[config.mk]
export PLATFORM = sky130hd
export DESIGN_NAME = digitron_scan
export DESIGN_NICKNAME = d
export VERILOG_FILES = /design/src/rtl/digitron_scan.sv
export SDC_FILE = /design/constraint.sdc
export NUM_CORES = 1
export LEC_CHECK = 0
export BUFFER_PORTS_ARGS = -buffer_cell sky130_fd_sc_hd__buf_2
export CAP_MARGIN = 25
export CORE_ASPECT_RATIO = 1.25
export CORE_MARGIN = 2
export CORE_UTILIZATION = 50
export CTS_BUF_LIST = sky130_fd_sc_hd__clkbuf_2 sky130_fd_sc_hd__clkbuf_4 sky130_fd_sc_hd__clkbuf_8
export DETAILED_ROUTE_END_ITERATION = 8
export GPL_ROUTABILITY_DRIVEN = 0
export PLACE_DENSITY_LB_ADDON = 0.2
export SKIP_CTS_REPAIR_TIMING = 1
export SLEW_MARGIN = 20
export SYNTH_ARGS = -nofsm -noshare
export SYNTH_HDL_FRONTEND = slang
export SYNTH_SLANG_ARGS = --single-unit
export TNS_END_PERCENT = 5
[constraint.sdc]
create_clock -name clk -period 2.1 [get_ports clk]
set_input_delay 0.21 -clock clk [delete_from_list [all_inputs] [get_ports clk]]
set_output_delay 0.21 -clock clk [all_outputs]
set_load 0.02 [all_outputs]
[src/rtl/digitron_scan.sv]
// -----------------------------------------------------------------------------
// digitron_scan
//   Time-multiplexed scan driver for a 6-digit common-anode seven-segment
//   display. One digit is lit per slot. Each slot starts with a short
//   all-off blanking window to suppress ghosting. The six input nibbles and
//   decimal-point flags are captured once per frame, so a frame never shows a
//   mix of old and new digits.
//
//   Outputs are active low and registered. They lag the internal slot
//   counters by one clock.
// -----------------------------------------------------------------------------
module digitron_scan #(
  parameter int CLK_FREQ  = 50_000_000,
  parameter int SCAN_HZ   = 1_000,
  parameter int BLANK_CYC = 2
) (
  input  logic        clk,
  input  logic        rst_n,
  input  logic [23:0] data,
  input  logic [5:0]  dp_en,
  output logic [7:0]  seg,
  output logic [5:0]  sel
);

  // Clocks per digit slot, and the width of the prescaler that counts them.
  localparam int DIV   = CLK_FREQ / SCAN_HZ;
  localparam int CNT_W = (DIV > 1) ? $clog2(DIV) : 1;

  localparam logic [CNT_W-1:0] CNT_LAST  = CNT_W'(DIV - 1);
  localparam logic [CNT_W-1:0] CNT_BLANK = CNT_W'(BLANK_CYC);
  localparam logic [2:0]       IDX_LAST  = 3'd5;

  localparam logic [7:0] SEG_OFF = 8'hFF;
  localparam logic [5:0] SEL_OFF = 6'h3F;

  // Hex to active-low segments {g,f,e,d,c,b,a}.
  function automatic logic [6:0] decode(input logic [3:0] nib);
    logic [6:0] code;
    case (nib)
      4'h0: code = 7'h40;
      4'h1: code = 7'h79;
      4'h2: code = 7'h24;
      4'h3: code = 7'h30;
      4'h4: code = 7'h19;
      4'h5: code = 7'h12;
      4'h6: code = 7'h02;
      4'h7: code = 7'h78;
      4'h8: code = 7'h00;
      4'h9: code = 7'h10;
      4'hA: code = 7'h08;
      4'hB: code = 7'h03;
      4'hC: code = 7'h46;
      4'hD: code = 7'h21;
      4'hE: code = 7'h06;
      default: code = 7'h0E;
    endcase
    return code;
  endfunction

  logic [CNT_W-1:0] cnt;
  logic [2:0]       idx;
  logic [23:0]      shadow_data;
  logic [5:0]       shadow_dp;

  logic             slot_end;
  logic             frame_start;
  logic             blank;
  logic [3:0]       cur_nib;
  logic             cur_dp;
  logic [7:0]       seg_d;
  logic [5:0]       sel_d;

  assign slot_end    = (cnt == CNT_LAST);
  assign frame_start = (idx == 3'd0) && (cnt == '0);
  assign blank       = (cnt < CNT_BLANK);

  // Prescaler and digit index: the index moves on at the end of each slot
  // and wraps 5 -> 0.
  always_ff @(posedge clk) begin
    if (!rst_n) begin
      cnt <= '0;
      idx <= 3'd0;
    end else if (slot_end) begin
      // NOTE: state registers use non-blocking assignment so that every
      // always_ff reads the pre-edge values of cnt/idx.
      cnt <= '0;
      idx <= (idx == IDX_LAST) ? 3'd0 : idx + 3'd1;
    end else begin
      cnt <= cnt + 1'b1;
    end
  end

  // Frame latch: capture the digits and dots only at the start of a frame.
  // This cycle is always blanked, so the captured value is in place before
  // digit 0 lights.
  always_ff @(posedge clk) begin
    if (!rst_n) begin
      shadow_data <= '0;
      shadow_dp   <= '0;
    end else if (frame_start) begin
      shadow_data <= data;
      shadow_dp   <= dp_en;
    end
  end

  // Pick the nibble and dot of the digit that owns the current slot.
  always_comb begin
    // NOTE: defaults first, so every path assigns and no latch is inferred.
    cur_nib = 4'h0;
    cur_dp  = 1'b0;
    case (idx)
      3'd0: begin cur_nib = shadow_data[3:0];   cur_dp = shadow_dp[0]; end
      3'd1: begin cur_nib = shadow_data[7:4];   cur_dp = shadow_dp[1]; end
      3'd2: begin cur_nib = shadow_data[11:8];  cur_dp = shadow_dp[2]; end
      3'd3: begin cur_nib = shadow_data[15:12]; cur_dp = shadow_dp[3]; end
      3'd4: begin cur_nib = shadow_data[19:16]; cur_dp = shadow_dp[4]; end
      3'd5: begin cur_nib = shadow_data[23:20]; cur_dp = shadow_dp[5]; end
      default: ;
    endcase
  end

  // Next pin values: all off during blanking, otherwise the selected digit.
  always_comb begin
    seg_d = SEG_OFF;
    sel_d = SEL_OFF;
    if (!blank) begin
      sel_d = ~(6'b000001 << idx);
      seg_d = {~cur_dp, decode(cur_nib)};
    end
  end

  // Registered pins. On reset they go dark at once, so a half-shown digit is
  // never left on the display.
  always_ff @(posedge clk) begin
    if (!rst_n) begin
      seg <= SEG_OFF;
      sel <= SEL_OFF;
    end else begin
      seg <= seg_d;
      sel <= sel_d;
    end
  end

endmodule

# Word-level counts from Yosys, hierarchy flattened
# Memories as Yosys holds them, arrays and structs flattened. A register that Yosys moved wholly into a read port is not among the register bits.
# Index checks and enable logic that the tools add are counted.
# Widths: inputs -> output; s select.
dict set report classes {
  addsub 2
  order_cmp 1
  n_eq_ne 6
  shifts 1
  muxes 3
  bitwise 3
  reduce_logical 5
}
# cell n
set ops {}
lappend ops {{$pmux 4 s6} 1}
lappend ops {{$add 16x1->16 const B} 1}
lappend ops {{$eq 16x16->1 const B} 1}
lappend ops {{$logic_not 16->1} 1}
lappend ops {{$lt 16x2->1 const B} 1}
lappend ops {{$eq 3x2->1 const B} 2}
lappend ops {{$eq 3x3->1 const B} 2}
lappend ops {{$not 6->6} 1}
lappend ops {{$pmux 1 s6} 1}
lappend ops {{$shl 1x3->6 const A} 1}
lappend ops {{$reduce_or 2->1} 2}
lappend ops {{$add 3x1->3 const B} 1}
lappend ops {{$eq 3x1->1 const B} 1}
lappend ops {{$logic_not 3->1} 1}
lappend ops {{$mux 3} 1}
lappend ops {{$not 1->1} 2}
lappend ops {{$logic_and 1x1->1} 1}
dict set report word_totals {
  register_bits 63
  rom_bits 112
  inputBits 32
  wordCells 28
  memories 1
}
# name depth word_bits rd rd_ports_with_merged_regs write_ports line
set memory_table {}
lappend memory_table {{(name not given)} 16 7 1 1 0 39} ;# case (nib)

# Logic depth before layout (Yosys ltp)
# Gate-level depths: netlist (run 1).
dict set report depth {
  word_depth 3
  depth_mapped 12
}

# Worst setup path before layout (run 1)
# OpenSTA, ideal clock, no wires.
dict set report synth_timing {
  path_type {reg-to-reg}
  start {register idx[2]}
  end {register seg[0]}
  setup_ps 130
  arrival_time_ps 2132
  path_slack_ps -161
  stages_incl_launch_ff 12
  n_path_buf 2
  synth_period_minus_slack_ps 2261
  cell_sequence {dfxtp_1 -> buf_2 -> buf_1 -> inv_1 -> ha_1 -> nand2_1 -> o221a_2 -> inv_1 -> ha_1 -> or3_1 -> o221ai_1 -> nand2_1}
}
dict set report synth_via {
  elab_chain_cells 2
  elab_cells_between_ends 7
  classes_between {eq/ne: 5; mux: 1; reduce/logical: 1}
}
# item line
set synth_rtl {}
lappend synth_rtl {{start: declaration} 61} ;# logic [2:0] idx;
lappend synth_rtl {{start signal: assignment} 87} ;# idx <= (idx == IDX_LAST) ? 3'd0 : idx + 3'd1;
lappend synth_rtl {{$eq 3x3->1 (tied with other cells)} 111} ;# case (idx)
lappend synth_rtl {{$pmux 4 s6 *} 111}
lappend synth_rtl {{end: declaration} 21} ;# output logic [7:0] seg,
# Mark *: on every way between the ends. The rest lies on a longest branch, timed or not.
# A chain may end at the register's enable or synchronous reset.

# Worst setup path after layout (run 1)
dict set report layout_timing {
  start {register idx[1]}
  end {register seg[0]}
}
# The elaborated chain is that of the path after synthesis.

==> results of run 1 <==
==> cell families after synthesis <==
logic type	count (synthesis)
AOI/OAI and AO/OA	54
xor gates and xnor gates	16
adders and majority gates	9
buffers and inverters	29
DFF	63
muxes	8
and+or+nand+nor	153
==> per-layer routing <==
metal  up-vias  part of all wire (%)  global-route usage [%]
met4         0                   3.2                    11.3
li1       1223                     -                       -
met5         -                     0                       0
met3        21                   4.0                    4.86
met2        61                    52                    37.4
met1      1096                    41                    23.6
==> flip-flops by register name, summed over array words and instances (netlist names) <==
register	count
seg	8
shadow_data	24
idx	3
shadow_dp	6
sel	6
cnt	16
==> worst max-delay path by stage <==
| stage | startpoint | endpoint | slack (ps) | depth (start not counted) |
|---|---|---|---|---|
| after floorplan | idx[2] | seg[0] | 20 | 11 |
| after global placement | idx[0] | seg[0] | 120 | 7 |
| after detailed placement | idx[0] | seg[0] | 50 | 7 |
| after CTS | idx[1] | seg[0] | 40 | 10 |
| after global routing | idx[0] | seg[3] | -40 | 11 |
| final | idx[1] | seg[0] | 140 | 9 |
==> layout make-up <==
cell class	instances	area share (%)
well taps	64	2.34
flip-flops and latches	63	36.9
clock inverters	3	1.90
inverters	10	1.10
multi-input cells	240	42.0
repair buffers	65	11.0
clock buffers	13	4.86
==> synth_stat cells, types with 2 or more instances <==
master / number
buf_2: 6
nor2_1: 27
nor4_1: 2
or3_1: 3
dfxtp_1: 63
ha_1: 9
and2_1: 3
nand2b_1: 2
a31oi_1: 3
a21boi_0: 31
mux2_2: 2
mux2i_1: 5
nand2_1: 85
nor3_1: 4
nand3_1: 16
a21oi_1: 3
a21boi_1: 2
and3_1: 5
xor2_1: 10
o221ai_1: 3
o21ai_0: 3
nor2b_1: 2
clkbuf_1: 12
xnor2_1: 6
inv_1: 10
==> worst min-delay path, stage by stage <==
cell and delay, ps:
buf_2 100, nand2_1 40, a21boi_0 60
==> power groups by stage <==
stage                     sequential, mW  clock (mW)  combinational, mW
after floorplan                     1.34           0              0.207
after global placement              1.33           0              0.333
after detailed placement            1.33           0              0.338
after CTS                           1.31        1.23              0.340
after global routing                1.31        1.27              0.390
final                               1.31        1.21              0.343
==> per-stage QoR <==
step / power, mW / TNS, ps / setup WS [ps] / hold slack (ps)
finish: 2.86 / 0 / 137 / 108
global route: 2.97 / -38.2 / -38.2 / 123
CTS: 2.87 / 0 / 39.3 / 104
detailed placement: 1.67 / 0 / 53.3 / 458
global placement: 1.67 / 0 / 116 / 454
floorplan: 1.55 / 0 / 17.1 / 355
==> results.json, run 1 <==
{
  "r2r_slack_ps": 140,
  "path_cells": "mux2i_1 > nor2_1 > a31oi_1 > o221a_4 > inv_1 > ha_1 > or3_1 > o221ai_1 > nand2_1",
  "timing.rr.start": "idx[1]",
  "syn_nets": 373,
  "wl_mm": 6.01,
  "leakagePower_nw": 1.40,
  "fin_cells": 458,
  "placed_area_um2": 3160,
  "first_pass_iters": 4,
  "r2r_cells": 9,
  "critical_path_arrival_ps": 2190,
  "path_clk_slew_ps": 70,
  "ant_nets": 0,
  "netlist_top_cells_area": "dfxtp_1 (45%), nand2_1 (11%), a21boi_0 (8.4%), ha_1 (4.0%), nor2_1 (3.6%)",
  "cp.required_ps": 2330,
  "yosysTopAreaCellShare_pct": 45.3,
  "drc": 0,
  "worstPathMaxFanout": 6,
  "startpoint_type": "flop",
  "swShare_pct": 23.9,
  "die-height_um": 87.4,
  "h-tree-depth": 3,
  "synth_top_family_by_area": "simple AND/OR/NAND/NOR gates",
  "relSlewSlack_pct": 69.1,
  "max_clock_freq_mhz": 509,
  "final_common_cell": "nand2_1",
  "worstHoldEndpoint": "shadow_data[19]",
  "synthSimpleGateAreaFrac_pct": 23.6,
  "synth_compound_area_share_pct": 14.4,
  "fin_util_pct": 63.4,
  "crit_type": "reg -> reg",
  "place_hpwl_mm": 4.46,
  "synthMuxAreaShare_pct": 3.41,
  "ir_drop_mv": 0.662,
  "cp-end-kind": "flop",
  "p_sw_mw": 0.684,
  "ys_types": 40,
  "most-common-layout-cells": "nand2_1 (84), dfxtp_1 (61), buf_2 (45)",
  "synth_area_leader_cell": "dfxtp_1",
  "maxCapViolCount": 0,
  "wire_per_inst_um": 13.1,
  "antenna_cells": 0,
  "crit_path_max_incr_delay_ps": 370,
  "fp.dieW_um": 70.8,
  "power.internal_mw": 2.17,
  "ios": 46,
  "vias": 2401,
  "final-seq-area_um2": 1260,
  "fill_cells": 480,
  "fin_crit_sh_pct": 93.5,
  "grt_max_degree": 38,
  "pwr-share-clk_pct": 42.2,
  "multi_input_area_um2": 1440,
  "cts_root_buffer": "clkbuf_8",
  "antenna_found_initial": 0,
  "hold_depth": 3,
  "clk_latency_ps": 340,
  "start_util_pct": 51.5,
  "cts_buffers": 9,
  "grt_pass1_vias": 2346,
  "clock_path_buffers": 2,
  "port_buffers": 45,
  "synthCells": 332,
  "final_hold_viol_count": 0,
  "synthFlopType": "dfxtp_1",
  "row_count": 30,
  "netlist_area_um2": 2790,
  "syn_area_per_cell_um2": 8.39,
  "coreArea_um2": 5410,
  "drive_above_1_share_pct": 23.4,
  "power_frac_seq_pct": 45.7,
  "ys_ff_latch": 63,
  "cts_tree": "built",
  "comb_power_share_pct": 12.0,
  "hp-class": "in -> reg",
  "worst-path-buf-inv": 1,
  "yosysSeqAreaShare_pct": 45.3,
  "synth-adder-area-share_pct": 4.04,
  "setup_viol": 0,
  "layout.nets": 430,
  "worst_slew_pin_slew_ps": 460,
  "final-max-slew-violation-count": 0,
  "drt_iter0_drc": 98,
  "gr-total-overflow": 0,
  "layout_min_cycle_time_ps": 1960,
  "synth_edf_count": 0,
  "outcome": "finished, final reports clean",
  "synth_xor_area_share_pct": 5.03,
  "r2r-end": "seg[0]",
  "clock_skew_ps": 8.68,
  "dpl.cell_count": 442,
  "hp-start": "data[19]",
  "rsz0062_at_grt": "yes",
  "ys_warn_count": 0,
  "crit_family": "simple AND/OR/NAND/NOR gates",
  "finalInstanceArea_um2": 3430,
  "dieArea_um2": 6190,
  "area_growth_pct": 23.0,
  "power_density_nw_per_um2": 834,
  "grtUsageTotal_pct": 21.2,
  "cts.sinks": 63,
  "grt_pass1_wl_mm": 10.2,
  "async_flop_share_pct": 0,
  "slowest_stage": "or3_1",
  "avgViaCountPerCell": 5.24
}
Note: power is estimated with default switching activity, not from simulation.
==> run 2: changes to the inputs <==
BUFFER_PORTS_ARGS = -buffer_cell sky130_fd_sc_hd__buf_4   (was -buffer_cell sky130_fd_sc_hd__buf_2)
GPL_TIMING_DRIVEN = 0   (was unset)
==> run 2 against run 1 <==
- the run now ends with setup timing left
- fmax decreased by 6.6%
- largest power group unchanged
- via count increased by 1.6%
- critical path depth increased by 1
==> results.json, run 2 (same netlist as run 1, synthesis figures left out) <==
{
  "final_hold_viol_count": 0,
  "clk_latency_ps": 340,
  "antenna_cells": 0,
  "total_power_mw": 2.74,
  "ant_nets": 0,
  "pwr-share-clk_pct": 38.3,
  "final-max-slew-violation-count": 0,
  "cts_tree": "built",
  "wl_mm": 6.48,
  "startpoint_type": "flop",
  "cts_buffers": 9,
  "layout_min_cycle_time_ps": 2100,
  "hp-class": "in -> reg",
  "area_growth_pct": 28.9,
  "drive_above_1_share_pct": 25.6,
  "die-height_um": 87.4,
  "clock_path_buffers": 2,
  "ios": 46,
  "power_frac_seq_pct": 47.7,
  "timing.rr.start": "idx[0]",
  "cp-end-kind": "flop",
  "power.internal_mw": 2.04,
  "comb_power_share_pct": 14.0,
  "dieArea_um2": 6190,
  "leakagePower_nw": 1.45,
  "gr-total-overflow": 0,
  "row_count": 30,
  "r2r-end": "seg[3]",
  "most-common-layout-cells": "nand2_1 (83), dfxtp_1 (61), buf_4 (56)",
  "worstHoldEndpoint": "shadow_data[20]",
  "coreArea_um2": 5410,
  "maxCapViolCount": 0,
  "final_common_cell": "nand2_1",
  "cp.required_ps": 2290,
  "r2r_slack_ps": -2,
  "grt_pass1_wl_mm": 10.0,
  "first_pass_iters": 4,
  "fill_cells": 465,
  "largest_register_ffs": 24,
  "hold_depth": 3,
  "setup_viol": 1,
  "dp_slack_ps": -308,
  "power_density_nw_per_um2": 762,
  "layout.nets": 439,
  "cts.sinks": 63,
  "antenna_found_initial": 0,
  "top_register": "shadow_data",
  "outcome": "finished, violations left",
  "drc": 0,
  "reg_top3": "shadow_data x24, cnt x16, seg x8",
  "p_sw_mw": 0.697,
  "crit_type": "reg -> reg",
  "holdWs_ps": 122,
  "rsz0062_at_grt": "yes",
  "grtUsageTotal_pct": 21.0,
  "place_hpwl_mm": 4.55,
  "start_util_pct": 51.5,
  "ir_drop_mv": 0.491,
  "fp.dieW_um": 70.8,
  "clock_skew_ps": 5.35,
  "drt_iter0_drc": 75,
  "placed_area_um2": 3210,
  "swShare_pct": 25.5,
  "path_clk_slew_ps": 70,
  "r2r_cells": 10,
  "grt_max_degree": 11,
  "setup_ws_ps": -1.66,
  "grt_pass1_vias": 2251,
  "worst_slew_pin_slew_ps": 527,
  "violations": "setup timing",
  "vias": 2440,
  "fin_crit_sh_pct": 100,
  "critical_path_arrival_ps": 2290,
  "worstPathMaxFanout": 10,
  "cts_root_buffer": "clkbuf_8",
  "fin_util_pct": 66.4,
  "relSlewSlack_pct": 64.8,
  "wire_per_inst_um": 13.9,
  "hp-start": "data[20]",
  "avgViaCountPerCell": 5.22,
  "max_clock_freq_mhz": 476,
  "h-tree-depth": 3,
  "port_buffers": 45,
  "finalInstanceArea_um2": 3590
}
## run 2: changes by cell type in the layout (fill, tap and decap cells not counted), sizes merged
cell / change
clkbuf: +12
buf: -4
clkinv: +2
bufinv: -1
## run 2: worst max-delay path by stage
| stage | from | to | slack, ps |
|---|---|---|---|
| 2_1_floorplan | idx[2] | seg[0] | 20 |
| 3_3_place_gp | idx[1] | seg[3] | -250 |
| 3_5_place_dp | idx[1] | seg[3] | -310 |
| 4_1_cts | idx[1] | seg[3] | -320 |
| 5_1_grt | idx[2] | seg[0] | -60 |
| 6_report | idx[0] | seg[3] | -2 |
## run 2: layout make-up
| type | count | area [um^2] | share of cell area [%] |
|---|---|---|---|
| Buffer | 19 | 121 | 3.38 |
| Clock buffer | 12 | 153 | 4.25 |
| Clock inverter | 4 | 45.0 | 1.25 |
| Inverter | 10 | 37.5 | 1.05 |
| Multi-Input combinational cell | 240 | 1480 | 41.1 |
| Sequential cell | 63 | 1270 | 35.3 |
| Tap cell | 64 | 80.1 | 2.23 |
| Timing Repair Buffer | 55 | 413 | 11.5 |
## run 2: power by group through the flow
stage	logic (mW)	registers, mW	clock network, mW
6_report	0.382	1.31	1.05
5_1_grt	0.432	1.31	1.12
4_1_cts	0.353	1.31	1.06
3_5_place_dp	0.351	1.33	0
3_3_place_gp	0.343	1.33	0
2_1_floorplan	0.207	1.34	0
## run 2: critical path, stage by stage (launching register included)
cell	delay (ps)
dfxtp_1	320
buf_6	150
mux4_2	510
nand2_1	130
nand2_2	110
buf_4	160
ha_1	180
inv_1	50
nor2_1	60
nor4b_2	220
a31oi_1	60
## run 2: routing by layer
metal  vias to the layer above  part of all wire [%]  global-route usage (%)
li1                       1246                     -                       -
met1                      1128                    42                    23.3
met5                         -                     0                       0
met4                         0                   2.1                    9.43
met3                        12                   3.8                    5.90
met2                        54                    52                    37.2
## run 2: stage by stage
step,instances,TNS (ps)
after floorplan,332,0
after global placement,441,-1160
after detailed placement,441,-1490
after CTS,457,-1590
after global routing,467,-217
final,467,-1.66
==> run 3: changes to the inputs <==
CELL_PAD_IN_SITES_DETAIL_PLACEMENT = 2   (was unset)
CELL_PAD_IN_SITES_GLOBAL_PLACEMENT = 2   (was unset)
CORE_UTILIZATION = 31   (was 50)
==> run 3 against run 2 <==
- the flow still finishes with violations (setup timing)
- flip-flop and latch count stayed put
- final cell count increased by 13%
- fmax decreased by 5.4%
- total power increased by 0.88%
- setup slack worse by 120 ps
- register-to-register slack got worse by 120 ps
- hold slack got worse by 11 ps
- critical path depth stayed put
- highest routed layer unchanged
- non-clock buffer count rose by 4
- critical path type unchanged
- clock power hardly changed
- first-iteration DRC count did not move
- cell area up 3.9%
==> results.json, run 3 (same netlist as run 1, synthesis figures left out) <==
{
  "outcome": "finished, violations left",
  "violations": "setup timing",
  "antenna_found_initial": 0,
  "setup_viol": 4,
  "critical_path_arrival_ps": 2450,
  "r2r-end": "seg[0]",
  "cp.required_ps": 2330,
  "holdWs_ps": 111,
  "row_count": 38,
  "port_buffers": 45,
  "timing.rr.start": "idx[1]",
  "reg_top3": "shadow_data x24, cnt x16, seg x8",
  "final_common_cell": "nand2_1",
  "tns_ps": -177,
  "power_density_nw_per_um2": 740,
  "worstPathMaxFanout": 10,
  "avgViaCountPerCell": 4.90,
  "drive_above_1_share_pct": 27.3,
  "start_util_pct": 32.0,
  "ant_nets": 0,
  "drt_iter0_drc": 75,
  "clock_skew_ps": 6.99,
  "r2r_cells": 10,
  "fin_crit_sh_pct": 106,
  "first_pass_iters": 4,
  "r2r_slack_ps": -120,
  "max_clock_freq_mhz": 450,
  "leakagePower_nw": 1.48,
  "die-height_um": 110,
  "startpoint": "idx[1]",
  "cp-end-kind": "flop",
  "cts_tree": "built",
  "clock_path_buffers": 2,
  "hold_depth": 3,
  "crit_type": "reg -> reg",
  "hp-class": "in -> reg",
  "maxCapViolCount": 0,
  "drc": 0,
  "grt_max_degree": 11,
  "top_register": "shadow_data",
  "dieArea_um2": 9760,
  "rsz0062_at_grt": "yes",
  "clk_latency_ps": 360,
  "gr-total-overflow": 0,
  "cts.sinks": 63,
  "coreArea_um2": 8700,
  "cts_root_buffer": "clkbuf_8",
  "fp.dieW_um": 88.8,
  "wl_mm": 8.83,
  "final-max-slew-violation-count": 0,
  "area_growth_pct": 34.0,
  "vias": 2576,
  "path_clk_slew_ps": 70,
  "cts_buffers": 9,
  "grt_pass1_wl_mm": 13.3,
  "setup_ws_ps": -121,
  "antenna_cells": 0,
  "total_power_mw": 2.76,
  "h-tree-depth": 3,
  "worstHoldEndpoint": "shadow_data[11]",
  "most-common-layout-cells": "nand2_1 (82), dfxtp_1 (61), buf_4 (60)",
  "ios": 46,
  "dp_slack_ps": -434,
  "relSlewSlack_pct": 64.0,
  "final_hold_viol_count": 0,
  "place_hpwl_mm": 5.95,
  "layout.nets": 443,
  "largest_register_ffs": 24,
  "worst_slew_pin_slew_ps": 539,
  "grtUsageTotal_pct": 18.2,
  "grt_pass1_vias": 2704,
  "wire_per_inst_um": 16.8,
  "hp-start": "data[11]",
  "startpoint_type": "flop",
  "fill_cells": 979,
  "ir_drop_mv": 0.265,
  "layout_min_cycle_time_ps": 2220
}
==> run 3: cell count changes in the layout (fill, tap and decap cells not counted), moves of 2 or more <==
| cell | before | now |
|---|---|---|
| clkinv_2 | 3 | 0 |
| nor2_1 | 26 | 24 |
| nor2_2 | 1 | 3 |
| buf_2 | 1 | 3 |
| clkbuf_8 | 10 | 12 |
| buf_4 | 56 | 60 |
| ha_4 | 1 | 3 |
==> run 3: power by group <==
| group | internal [mW] | leakage (nW) | switching (mW) | total [mW] |
|---|---|---|---|---|
| clock | 0.560 | 0.100 | 0.473 | 1.03 |
| sequential | 1.27 | 0.516 | 0.0442 | 1.31 |
| combinational | 0.176 | 0.859 | 0.243 | 0.418 |
| total | 2.00 | 1.48 | 0.760 | 2.76 |
==> run 3: how the worst max path moves through the flow <==
| stage | end | slack (ps) | cells after the start |
|---|---|---|---|
| finish | seg[0] | -120 | 10 |
| global route | seg[0] | -200 | 10 |
| CTS | seg[0] | -560 | 10 |
| detailed placement | seg[0] | -430 | 10 |
| global placement | seg[3] | -380 | 11 |
| floorplan | seg[0] | 20 | 11 |
==> run 3: routing by layer <==
layer | up-vias | share of wire [%] | track usage [%]
met5 | - | 0 | 0
met3 | 14 | 2.8 | 3.95
met4 | 0 | 1.6 | 7.14
met1 | 1268 | 43 | 20.8
li1 | 1248 | - | -
met2 | 46 | 52 | 32.6
==> run 3: cell type report <==
type                            count  area [um^2]  area share [%]
Multi-Input combinational cell    240         1520            40.7
Sequential cell                    63         1270            33.9
Timing Repair Buffer               59          443            11.9
Clock buffer                       15          188            5.03
Tap cell                          120          150            4.02
Buffer                             19          126            3.39
Inverter                           10         40.0            1.07
==> run 3: critical path, cell delays in order, from the launching register on <==
cell      delay [ps]
dfxtp_4          360
buf_8            130
inv_1            150
nor2_2            90
ha_4             200
a32o_1           230
a211oi_2         300
buf_4            250
nand2_1          100
o221ai_1         200
nand2_1           70
==> run 3: through the flow <==
step	std cells	instance area (um^2)	utilization [%]
after CTS	512	3460	39.8
final	526	3730	42.9
after floorplan	332	2790	-
after global routing	526	3730	42.9
after detailed placement	497	3280	37.7
after global placement	497	3280	37.7
